File: src/rtl/multicycle_control.sv
`default_nettype none
// ============================================================================
// multicycle_control : FSM main control unit for a multicycle MIPS datapath
// Rev 1.0
// ============================================================================

module multicycle_control #(
  parameter int ADDI_EN = 1,
  parameter int TRAP_EN = 1,
  parameter int STATE_W = 4
) (
  input  logic               clk,
  input  logic               reset,
  input  logic [5:0]         opcode,
  input  logic               mem_ready,
  output logic               PCWrite,
  output logic               PCWriteCond,
  output logic               IorD,
  output logic               MemRead,
  output logic               MemWrite,
  output logic               IRWrite,
  output logic               MemToReg,
  output logic               RegDst,
  output logic               regWrite,
  output logic               ALUSrcA,
  output logic [1:0]         ALUSrcB,
  output logic [1:0]         ALUOp,
  output logic [1:0]         PCSource,
  output logic               instr_done,
  output logic               illegal,
  output logic [STATE_W-1:0] state_o
);

  localparam logic [5:0] OP_R    = 6'b000000;
  localparam logic [5:0] OP_LW   = 6'b100011;
  localparam logic [5:0] OP_SW   = 6'b101011;
  localparam logic [5:0] OP_BEQ  = 6'b000100;
  localparam logic [5:0] OP_J    = 6'b000010;
  localparam logic [5:0] OP_ADDI = 6'b001000;

  typedef enum logic [3:0] {
    FETCH  = 4'd0,
    DECODE = 4'd1,
    MEMADR = 4'd2,
    MEMRD  = 4'd3,
    MEMWB  = 4'd4,
    MEMWR  = 4'd5,
    EXEC   = 4'd6,
    RWB    = 4'd7,
    BRANCH = 4'd8,
    JUMP   = 4'd9,
    ADDIEX = 4'd10,
    ADDIWB = 4'd11,
    TRAP   = 4'd12
  } state_t;

  state_t     state;
  state_t     next_state;
  logic [3:0] state_vis;

  always_ff @(posedge clk) begin
    if (reset) state <= FETCH;
    else       state <= next_state;
  end

  // Everything is decoded from the state register; reset masks all outputs.
  always_comb begin
    next_state  = state;
    PCWrite     = 1'b0;
    PCWriteCond = 1'b0;
    IorD        = 1'b0;
    MemRead     = 1'b0;
    MemWrite    = 1'b0;
    IRWrite     = 1'b0;
    MemToReg    = 1'b0;
    RegDst      = 1'b0;
    regWrite    = 1'b0;
    ALUSrcA     = 1'b0;
    ALUSrcB     = 2'b00;
    ALUOp       = 2'b00;
    PCSource    = 2'b00;
    instr_done  = 1'b0;
    illegal     = 1'b0;
    if (!reset) begin
      case (state)
        FETCH: begin
          MemRead = 1'b1;
          ALUSrcB = 2'b01;
          IRWrite = mem_ready;
          PCWrite = mem_ready;
          if (mem_ready) next_state = DECODE;
        end
        DECODE: begin
          ALUSrcB = 2'b11;
          if (opcode == OP_R)                            next_state = EXEC;
          else if (opcode == OP_LW || opcode == OP_SW)   next_state = MEMADR;
          else if (opcode == OP_BEQ)                     next_state = BRANCH;
          else if (opcode == OP_J)                       next_state = JUMP;
          else if (opcode == OP_ADDI && ADDI_EN != 0)    next_state = ADDIEX;
          else if (TRAP_EN != 0)                         next_state = TRAP;
          else begin
            // Illegal opcode retires as a NOP straight out of decode.
            next_state = FETCH;
            instr_done = 1'b1;
          end
        end
        MEMADR: begin
          ALUSrcA = 1'b1;
          ALUSrcB = 2'b10;
          if (opcode == OP_LW)      next_state = MEMRD;
          else if (opcode == OP_SW) next_state = MEMWR;
          else                      next_state = FETCH;
        end
        MEMRD: begin
          MemRead = 1'b1;
          IorD    = 1'b1;
          if (mem_ready) next_state = MEMWB;
        end
        MEMWB: begin
          MemToReg   = 1'b1;
          regWrite   = 1'b1;
          instr_done = 1'b1;
          next_state = FETCH;
        end
        MEMWR: begin
          MemWrite   = 1'b1;
          IorD       = 1'b1;
          instr_done = mem_ready;
          if (mem_ready) next_state = FETCH;
        end
        EXEC: begin
          ALUSrcA    = 1'b1;
          ALUOp      = 2'b10;
          next_state = RWB;
        end
        RWB: begin
          RegDst     = 1'b1;
          regWrite   = 1'b1;
          instr_done = 1'b1;
          next_state = FETCH;
        end
        BRANCH: begin
          ALUSrcA     = 1'b1;
          ALUOp       = 2'b01;
          PCWriteCond = 1'b1;
          PCSource    = 2'b01;
          instr_done  = 1'b1;
          next_state  = FETCH;
        end
        JUMP: begin
          PCWrite    = 1'b1;
          PCSource   = 2'b10;
          instr_done = 1'b1;
          next_state = FETCH;
        end
        ADDIEX: begin
          ALUSrcA    = 1'b1;
          ALUSrcB    = 2'b10;
          next_state = ADDIWB;
        end
        ADDIWB: begin
          regWrite   = 1'b1;
          instr_done = 1'b1;
          next_state = FETCH;
        end
        TRAP: begin
          illegal = 1'b1;
        end
        default: next_state = FETCH;
      endcase
    end
  end

  assign state_vis = reset ? 4'd0 : 4'(state);

  if (STATE_W > 4) begin : g_state_wide
    assign state_o = {{(STATE_W-4){1'b0}}, state_vis};
  end else begin : g_state_exact
    assign state_o = state_vis;
  end

endmodule

`default_nettype wire

File: config.mk
export PLATFORM = sky130hd
export DESIGN_NAME = multicycle_control
export DESIGN_NICKNAME = d
export VERILOG_FILES = /design/src/rtl/multicycle_control.sv
export SDC_FILE = /design/constraint.sdc
export NUM_CORES = 1
export LEC_CHECK = 0
export ABC_CLOCK_PERIOD_IN_PS = 1870
export BUFFER_PORTS_ARGS = -buffer_cell sky130_fd_sc_hd__buf_4
export CORE_AREA = 2 2 39 41
export CTS_BUF_LIST = sky130_fd_sc_hd__clkbuf_4
export CTS_CLUSTER_SIZE = 30
export DETAILED_ROUTE_END_ITERATION = 8
export DIE_AREA = 0 0 41 43
export PLACE_DENSITY = 0.86
export SYNTH_ARGS = -nofsm -noshare
export SYNTH_HDL_FRONTEND = slang
export SYNTH_SLANG_ARGS = --single-unit
export TNS_END_PERCENT = 20
File: constraint.sdc
create_clock -name clk -period 1.87 [get_ports clk]
set_clock_uncertainty 0.1 [all_clocks]
set_input_delay 0.2805 -clock clk [delete_from_list [all_inputs] [get_ports clk]]
set_output_delay 0.2805 -clock clk [all_outputs]
set_load 0.01 [all_outputs]
## After elaboration in Yosys (flattened, before gate mapping)

Index checks and enable logic that the tools add are counted.

| cells by class | value |
|---|---|
| eq/ne operators | 20 |
| muxes and demuxes | 42 |
| bitwise gates (word level) | 1 |
| reductions and logical operators | 10 |

Operators with widths:

| kind | number |
|---|---|
| case mux 4 bit (8 select lines) | 1 |
| 2-to-1 mux 4 bit | 6 |
| 2-to-1 mux 1 bit | 22 |
| equality test 4 bit, second input constant | 5 |
| equality test 4 x 3 -> 1 bit, second input constant | 4 |
| 2-to-1 mux 3 bit | 5 |
| equality test 6 bit, second input constant | 2 |
| equality test 4 x 2 -> 1 bit, second input constant | 2 |
| case mux 2 bit (2 select lines) | 2 |
| equality test 6 x 2 -> 1 bit, second input constant | 1 |
| equality test 6 x 3 -> 1 bit, second input constant | 1 |
| equality test 6 x 4 -> 1 bit, second input constant | 1 |
| logical NOT 6 bit | 1 |
| 2-to-1 mux 2 bit | 3 |
| != test 2 bit, second input constant | 3 |
| case mux 2 bit (3 select lines) | 1 |
| OR reduction 2 bit | 3 |
| OR reduction 5 bit | 1 |
| equality test 4 x 1 -> 1 bit, second input constant | 1 |
| logical NOT 4 bit | 1 |
| case mux 1 bit (2 select lines) | 2 |
| AND reduction 4 bit | 1 |
| OR reduction 4 bit | 1 |
| OR reduction 3 bit | 1 |
| 2 further kinds | 2 |

| storage, ports and cells | value |
|---|---|
| register bits | 4 |
| bits of input ports | 9 |
| output and inout bits | 22 |
| logic and storage cells | 74 |

## Logic depth before layout (Yosys ltp)

| depth | value |
|---|---|
| word-level depth | 7 |
| depth in mapped cells | 5 |
| mapped depth without buffers | 4 |

## Worst setup path before layout

No wires, ideal clock.

| path | value |
|---|---|
| path type | reg-to-output |
| start | reg state[2] |
| end | out PCSource[0] |
| data arrival time | 1329 ps |
| required time | 1490 ps |
| path slack | 160 ps |
| cell stages (with the launch flop) | 5 |
| buffers on the path | 3 |
| path through | dfxtp_1 buf_2 buf_2 nor4_1 buf_4 |

| between the ends | value |
|---|---|
| cells in the longest elaborated chain, start to end | 3 |
| elaborated cells on any way between the ends | 4 |
| those cells by class | eq/ne (2); mux (2) |

RTL lines:

| what | RTL line | RTL |
|---|---|---|
| start: declaration | 57 | `state_t state;` |
| start signal: assignment | 63 | `else state <= next_state;` |
| equality test 4 bit | 85 | `case (state)` |
| case mux 2 bit (2 select lines) (*) | 85 |  |
| 2-to-1 mux 2 bit (*) | 84 | `if (!reset) begin` |
| end: declaration | 28 | `output logic [1:0] PCSource,` |

Every way passes the cells marked *; elsewhere a longest branch is shown, timed or not.

## Worst setup path after layout

| path | value |
|---|---|
| start | reg state[0] |
| end | out PCWrite |

| between the ends | value |
|---|---|
| cells in the longest elaborated chain, start to end | 3 |
| elaborated cells on any way between the ends | 4 |
| those cells by class | eq/ne (1); mux (2); reduce/logical (1) |

RTL lines:

| what | RTL line | RTL |
|---|---|---|
| equality test 4 bit / logical NOT 4 bit (equally long branches) | 85 |  |
| case mux 1 bit (2 select lines) (*) | 85 |  |
| 2-to-1 mux 1 bit (*) | 84 |  |
| end: declaration | 16 | `output logic PCWrite,` |

Marked as above.

==> impl_metrics.xml <==
<?xml version="1.0" encoding="UTF-8"?>
<metrics>
  <group name="clocking">
    <metric name="cts_made_buffers" unit="">3</metric>
    <metric name="worstSkewPairLatency" unit="ps">260</metric>
    <metric name="cts.root.buffer_cell" unit="">sky130_fd_sc_hd__clkbuf_4</metric>
    <metric name="clkSlewWorstSetupHoldPaths" unit="ps">50</metric>
    <metric name="htreeDepth" unit="">1</metric>
    <metric name="hold_fix_buffers_cts" unit="">0</metric>
    <metric name="tritoncts_clock_tree" unit="">yes</metric>
    <metric name="clk_path_buf_depth" unit="">2</metric>
    <metric name="clock_sinks" unit="">4</metric>
  </group>
  <group name="die">
    <metric name="io_pins" unit="">31</metric>
    <metric name="core_area" unit="sq mm">0.001384</metric>
    <metric name="standard_cell_row_count" unit="">14</metric>
    <metric name="die_width" unit="um">41</metric>
    <metric name="design.die.area" unit="sq mm">0.001763</metric>
    <metric name="fp.dieH" unit="um">43</metric>
    <metric name="floorplan.initialDensity" unit="%">42.86</metric>
  </group>
  <group name="setup_path">
    <metric name="critPathKind" unit="">reg2out</metric>
    <metric name="cp.arrival" unit="ps">1450</metric>
    <metric name="critical_path.top_delay_family" unit="">simple AND/OR/NAND/NOR gates</metric>
    <metric name="crit_path_start" unit="">state[0]</metric>
    <metric name="critical-path-slowest-cell" unit="">sky130_fd_sc_hd__dfxtp_2</metric>
    <metric name="crit_path_start_kind" unit="">register</metric>
    <metric name="crit-reg2reg-capture" unit="">state[1]</metric>
    <metric name="crit_required" unit="ps">1490</metric>
    <metric name="r2r.worst_path.cells" unit="">5</metric>
    <metric name="critical_path.max_fanout" unit="">10</metric>
    <metric name="cp.buffers_inverters" unit="">2</metric>
    <metric name="critical_path.cell_chain" unit="">inv_1 -&gt; and4_1 -&gt; or2_2 -&gt; buf_4</metric>
    <metric name="worstReg2RegStart" unit="">state[2]</metric>
    <metric name="critPathMaxStageDelay" unit="ps">420</metric>
    <metric name="r2r_slack" unit="ps">300</metric>
    <metric name="critPathCaptureType" unit="">output pin</metric>
  </group>
  <group name="worst_hold_path">
    <metric name="hold_path_depth" unit="">2</metric>
    <metric name="min-delay-path-class" unit="">in2reg</metric>
    <metric name="min-delay-start" unit="">reset</metric>
    <metric name="worstHoldEndpoint" unit="">state[2]</metric>
  </group>
  <group name="yosys">
    <metric name="post_synth_inst_count" unit="">91</metric>
    <metric name="average_footprint_of_a_synthesized_cell" unit="sq um">6.517</metric>
    <metric name="yosys_warnings" unit="">0</metric>
    <metric name="async_flop_share" unit="%">0</metric>
    <metric name="synth-main-ff-cell" unit="">sky130_fd_sc_hd__dfxtp_1</metric>
    <metric name="synth_seq_area_share" unit="%">13.50</metric>
    <metric name="flop_and_latch_count_out_of_synthesis" unit="">4</metric>
    <metric name="synthesis.area" unit="sq um">593.1</metric>
    <metric name="post_synth_num_cell_types" unit="">39</metric>
    <metric name="mappedNetlistNets" unit="">100</metric>
    <metric name="synth_enable_flop_cells" unit="">0</metric>
  </group>
  <group name="final_layout">
    <metric name="final_design_utilization" unit="%">64.47</metric>
    <metric name="layout-drive-gt1-share" unit="%">44.26</metric>
    <metric name="top_register" unit="">state</metric>
    <metric name="num_antenna_cells" unit="">0</metric>
    <metric name="nets" unit="">133</metric>
    <metric name="areaGrowthSynthToFinish" unit="%">50.42</metric>
    <metric name="number_of_flip_flops_in_the_largest_register" unit="">4</metric>
    <metric name="biggestRegsByFlops" unit="">state: 4 flops</metric>
  </group>
  <group name="run">
    <metric name="drv.max_cap_violation_count" unit="">0</metric>
  </group>
  <group name="sta">
    <metric name="rsz_0062_raised_after_global_routing" unit="">yes</metric>
    <metric name="fmax" unit="MHz">547.1</metric>
    <metric name="setup_violating_endpoint_count_in_the_final_report" unit="">0</metric>
    <metric name="final_period_minus_worst_setup_slack" unit="ps">1828</metric>
    <metric name="timing_worst_slew_pin_value" unit="ps">399.4</metric>
    <metric name="slew_margin_rel" unit="%">72.69</metric>
    <metric name="timing.final.max_slew_violations" unit="">0</metric>
    <metric name="period_share" unit="%">97.75</metric>
    <metric name="final.hold.worst_slack" unit="ps">248.2</metric>
    <metric name="final_hold_viol_count" unit="">0</metric>
  </group>
  <group name="power_and_ir_drop">
    <metric name="cellInternalPower" unit="uW">315.8</metric>
    <metric name="power.share.switching" unit="%">42.27</metric>
    <metric name="total_leakage_power" unit="uW">0.0003918</metric>
    <metric name="clockPowerShare" unit="%">23.1</metric>
    <metric name="power_frac_comb" unit="%">54.1</metric>
    <metric name="power.share.sequential" unit="%">22.8</metric>
    <metric name="power_density" unit="mW/mm^2">613.2</metric>
    <metric name="power_switching" unit="uW">231.3</metric>
    <metric name="worst_ir_drop_vdd" unit="mV">0.4562</metric>
  </group>
  <group name="global_route">
    <metric name="grt_pass1_vias" unit="">676</metric>
    <metric name="grt_remaining_overflow" unit="">0</metric>
    <metric name="global_route_wire_length_before_repair" unit="um">2925</metric>
    <metric name="antenna_found_initial" unit="">0</metric>
    <metric name="grt_start_max_net_pins" unit="">15</metric>
    <metric name="grtUsageTotal" unit="%">24.00</metric>
  </group>
  <group name="drt">
    <metric name="routed_via_density" unit="">5.928</metric>
    <metric name="ant_nets" unit="">0</metric>
    <metric name="vias" unit="">818</metric>
    <metric name="route.final.wire_length" unit="um">1911</metric>
    <metric name="drt_iter0_drc" unit="">34</metric>
    <metric name="routedWlPerCell" unit="um">13.85</metric>
    <metric name="drt_pass1_iterations" unit="">4</metric>
    <metric name="remaining_drc_errors" unit="">0</metric>
  </group>
  <group name="placement">
    <metric name="hpwl" unit="um">1432</metric>
    <metric name="gpl.final_weighted_congestion" unit="">0.9194</metric>
    <metric name="numPortBuffers" unit="">30</metric>
  </group>
  <group name="outcome">
    <metric name="outcome" unit="">finished, final reports clean</metric>
  </group>
</metrics>
-- area by class of cell --
type	count	area (sq um)
fill	131	491.7
sequential	4	85.08
clock buffer	3	22.52
tap	16	20.02
inverter	4	15.01
multi-input combinational	76	486.7
timing repair buffer	35	262.8
-- kinds of logic after synthesis --
logic type                 Yosys count  synth area share, %
buffers and inverters               11                8.859
and+or+nand+nor                     55                49.58
adders and majority gates            1                1.899
AOI/OAI and AO/OA                   18                23.21
xor gates and xnor gates             2                2.954
DFF                                  4                13.50
-- metal layers --
layer  track usage [%]  part of all wire, %
met1             30.23                   42
met2             35.63                   46
met3             5.759                  9.8
met4             13.33                  2.6
met5                 0                    0
-- cell usage after synthesis, types with 2 or more instances --
cell / count / area share (%)
sky130_fd_sc_hd__and3_1: 2 / 2.1
sky130_fd_sc_hd__nor2b_1: 5 / 5.3
sky130_fd_sc_hd__nand2_1: 9 / 5.7
sky130_fd_sc_hd__a21oi_1: 4 / 3.4
sky130_fd_sc_hd__buf_4: 2 / 2.5
sky130_fd_sc_hd__nand2b_1: 2 / 2.1
sky130_fd_sc_hd__nand3_1: 2 / 1.7
sky130_fd_sc_hd__a2111oi_0: 3 / 4.4
sky130_fd_sc_hd__nor3_1: 10 / 8.4
sky130_fd_sc_hd__inv_1: 3 / 1.9
sky130_fd_sc_hd__clkbuf_1: 2 / 1.3
sky130_fd_sc_hd__nor2_1: 9 / 5.7
sky130_fd_sc_hd__nor4_1: 6 / 6.3
sky130_fd_sc_hd__buf_2: 3 / 2.5
sky130_fd_sc_hd__xnor2_1: 2 / 3.0
sky130_fd_sc_hd__dfxtp_1: 4 / 14
-- per-stage QoR --
step	power (uW)	cell area, sq um	TNS (ps)	setup WS, ps	instances
floorplan	285.6	593.1	0	160.5	91
global placement	399.3	838.3	0	181.5	135
detailed placement	405.8	838.3	0	168.7	135
CTS	534.0	878.3	0	6.766	138
global route	577.5	892.1	-10.60	-10.60	138
finish	547.1	892.1	0	42.09	138
-- what timing repair did --
item	CTS	global route
setup endpoints to repair	12	7
endpoints found under the hold margin	0	0
buffers inserted	0	0
resized for setup	6	4
-- worst max-delay path by stage --
| stage | end | slack (ps) | depth (start not counted) |
|---|---|---|---|
| 3_3_place_gp | IorD | 180 | 3 |
| 4_1_cts | regWrite | 7 | 5 |
| 3_5_place_dp | PCWrite | 170 | 4 |
| 6_report | PCWrite | 40 | 4 |
| 5_1_grt | PCWrite | -10 | 4 |
| 2_1_floorplan | PCSource[0] | 160 | 4 |
-- power groups by stage --
stage / Sequential (uW) / Combinational (uW) / Clock, uW
6_report: 125 / 296 / 126
5_1_grt: 127 / 324 / 126
4_1_cts: 123 / 289 / 122
3_5_place_dp: 121 / 284 / 0
3_3_place_gp: 121 / 278 / 0
2_1_floorplan: 106 / 179 / 0
-- cells in the final DEF (no fill, tap or decap), types with 2 or more instances in the layout --
cell	n
sky130_fd_sc_hd__buf_4	35
sky130_fd_sc_hd__nor3_1	10
sky130_fd_sc_hd__nor2_1	9
sky130_fd_sc_hd__nand2_1	9
sky130_fd_sc_hd__a21oi_1	4
sky130_fd_sc_hd__dfxtp_2	4
sky130_fd_sc_hd__nor2b_2	3
sky130_fd_sc_hd__inv_1	3
sky130_fd_sc_hd__nor4_1	3
sky130_fd_sc_hd__nor4_2	3
sky130_fd_sc_hd__a2111oi_0	3
sky130_fd_sc_hd__clkbuf_4	3
sky130_fd_sc_hd__nand2b_1	2
sky130_fd_sc_hd__nor2b_1	2
sky130_fd_sc_hd__nand3_1	2
sky130_fd_sc_hd__and3_1	2
sky130_fd_sc_hd__xnor2_1	2
-- worst register-to-register path: stages, from the launching register on --
cell and delay [ps]:
sky130_fd_sc_hd__dfxtp_2 360, sky130_fd_sc_hd__buf_4 190, sky130_fd_sc_hd__nor2b_2 210, sky130_fd_sc_hd__nand3_1 120
sky130_fd_sc_hd__a2111oi_0 370, sky130_fd_sc_hd__or3_1 150
Note: power is estimated with default switching activity, not from simulation.
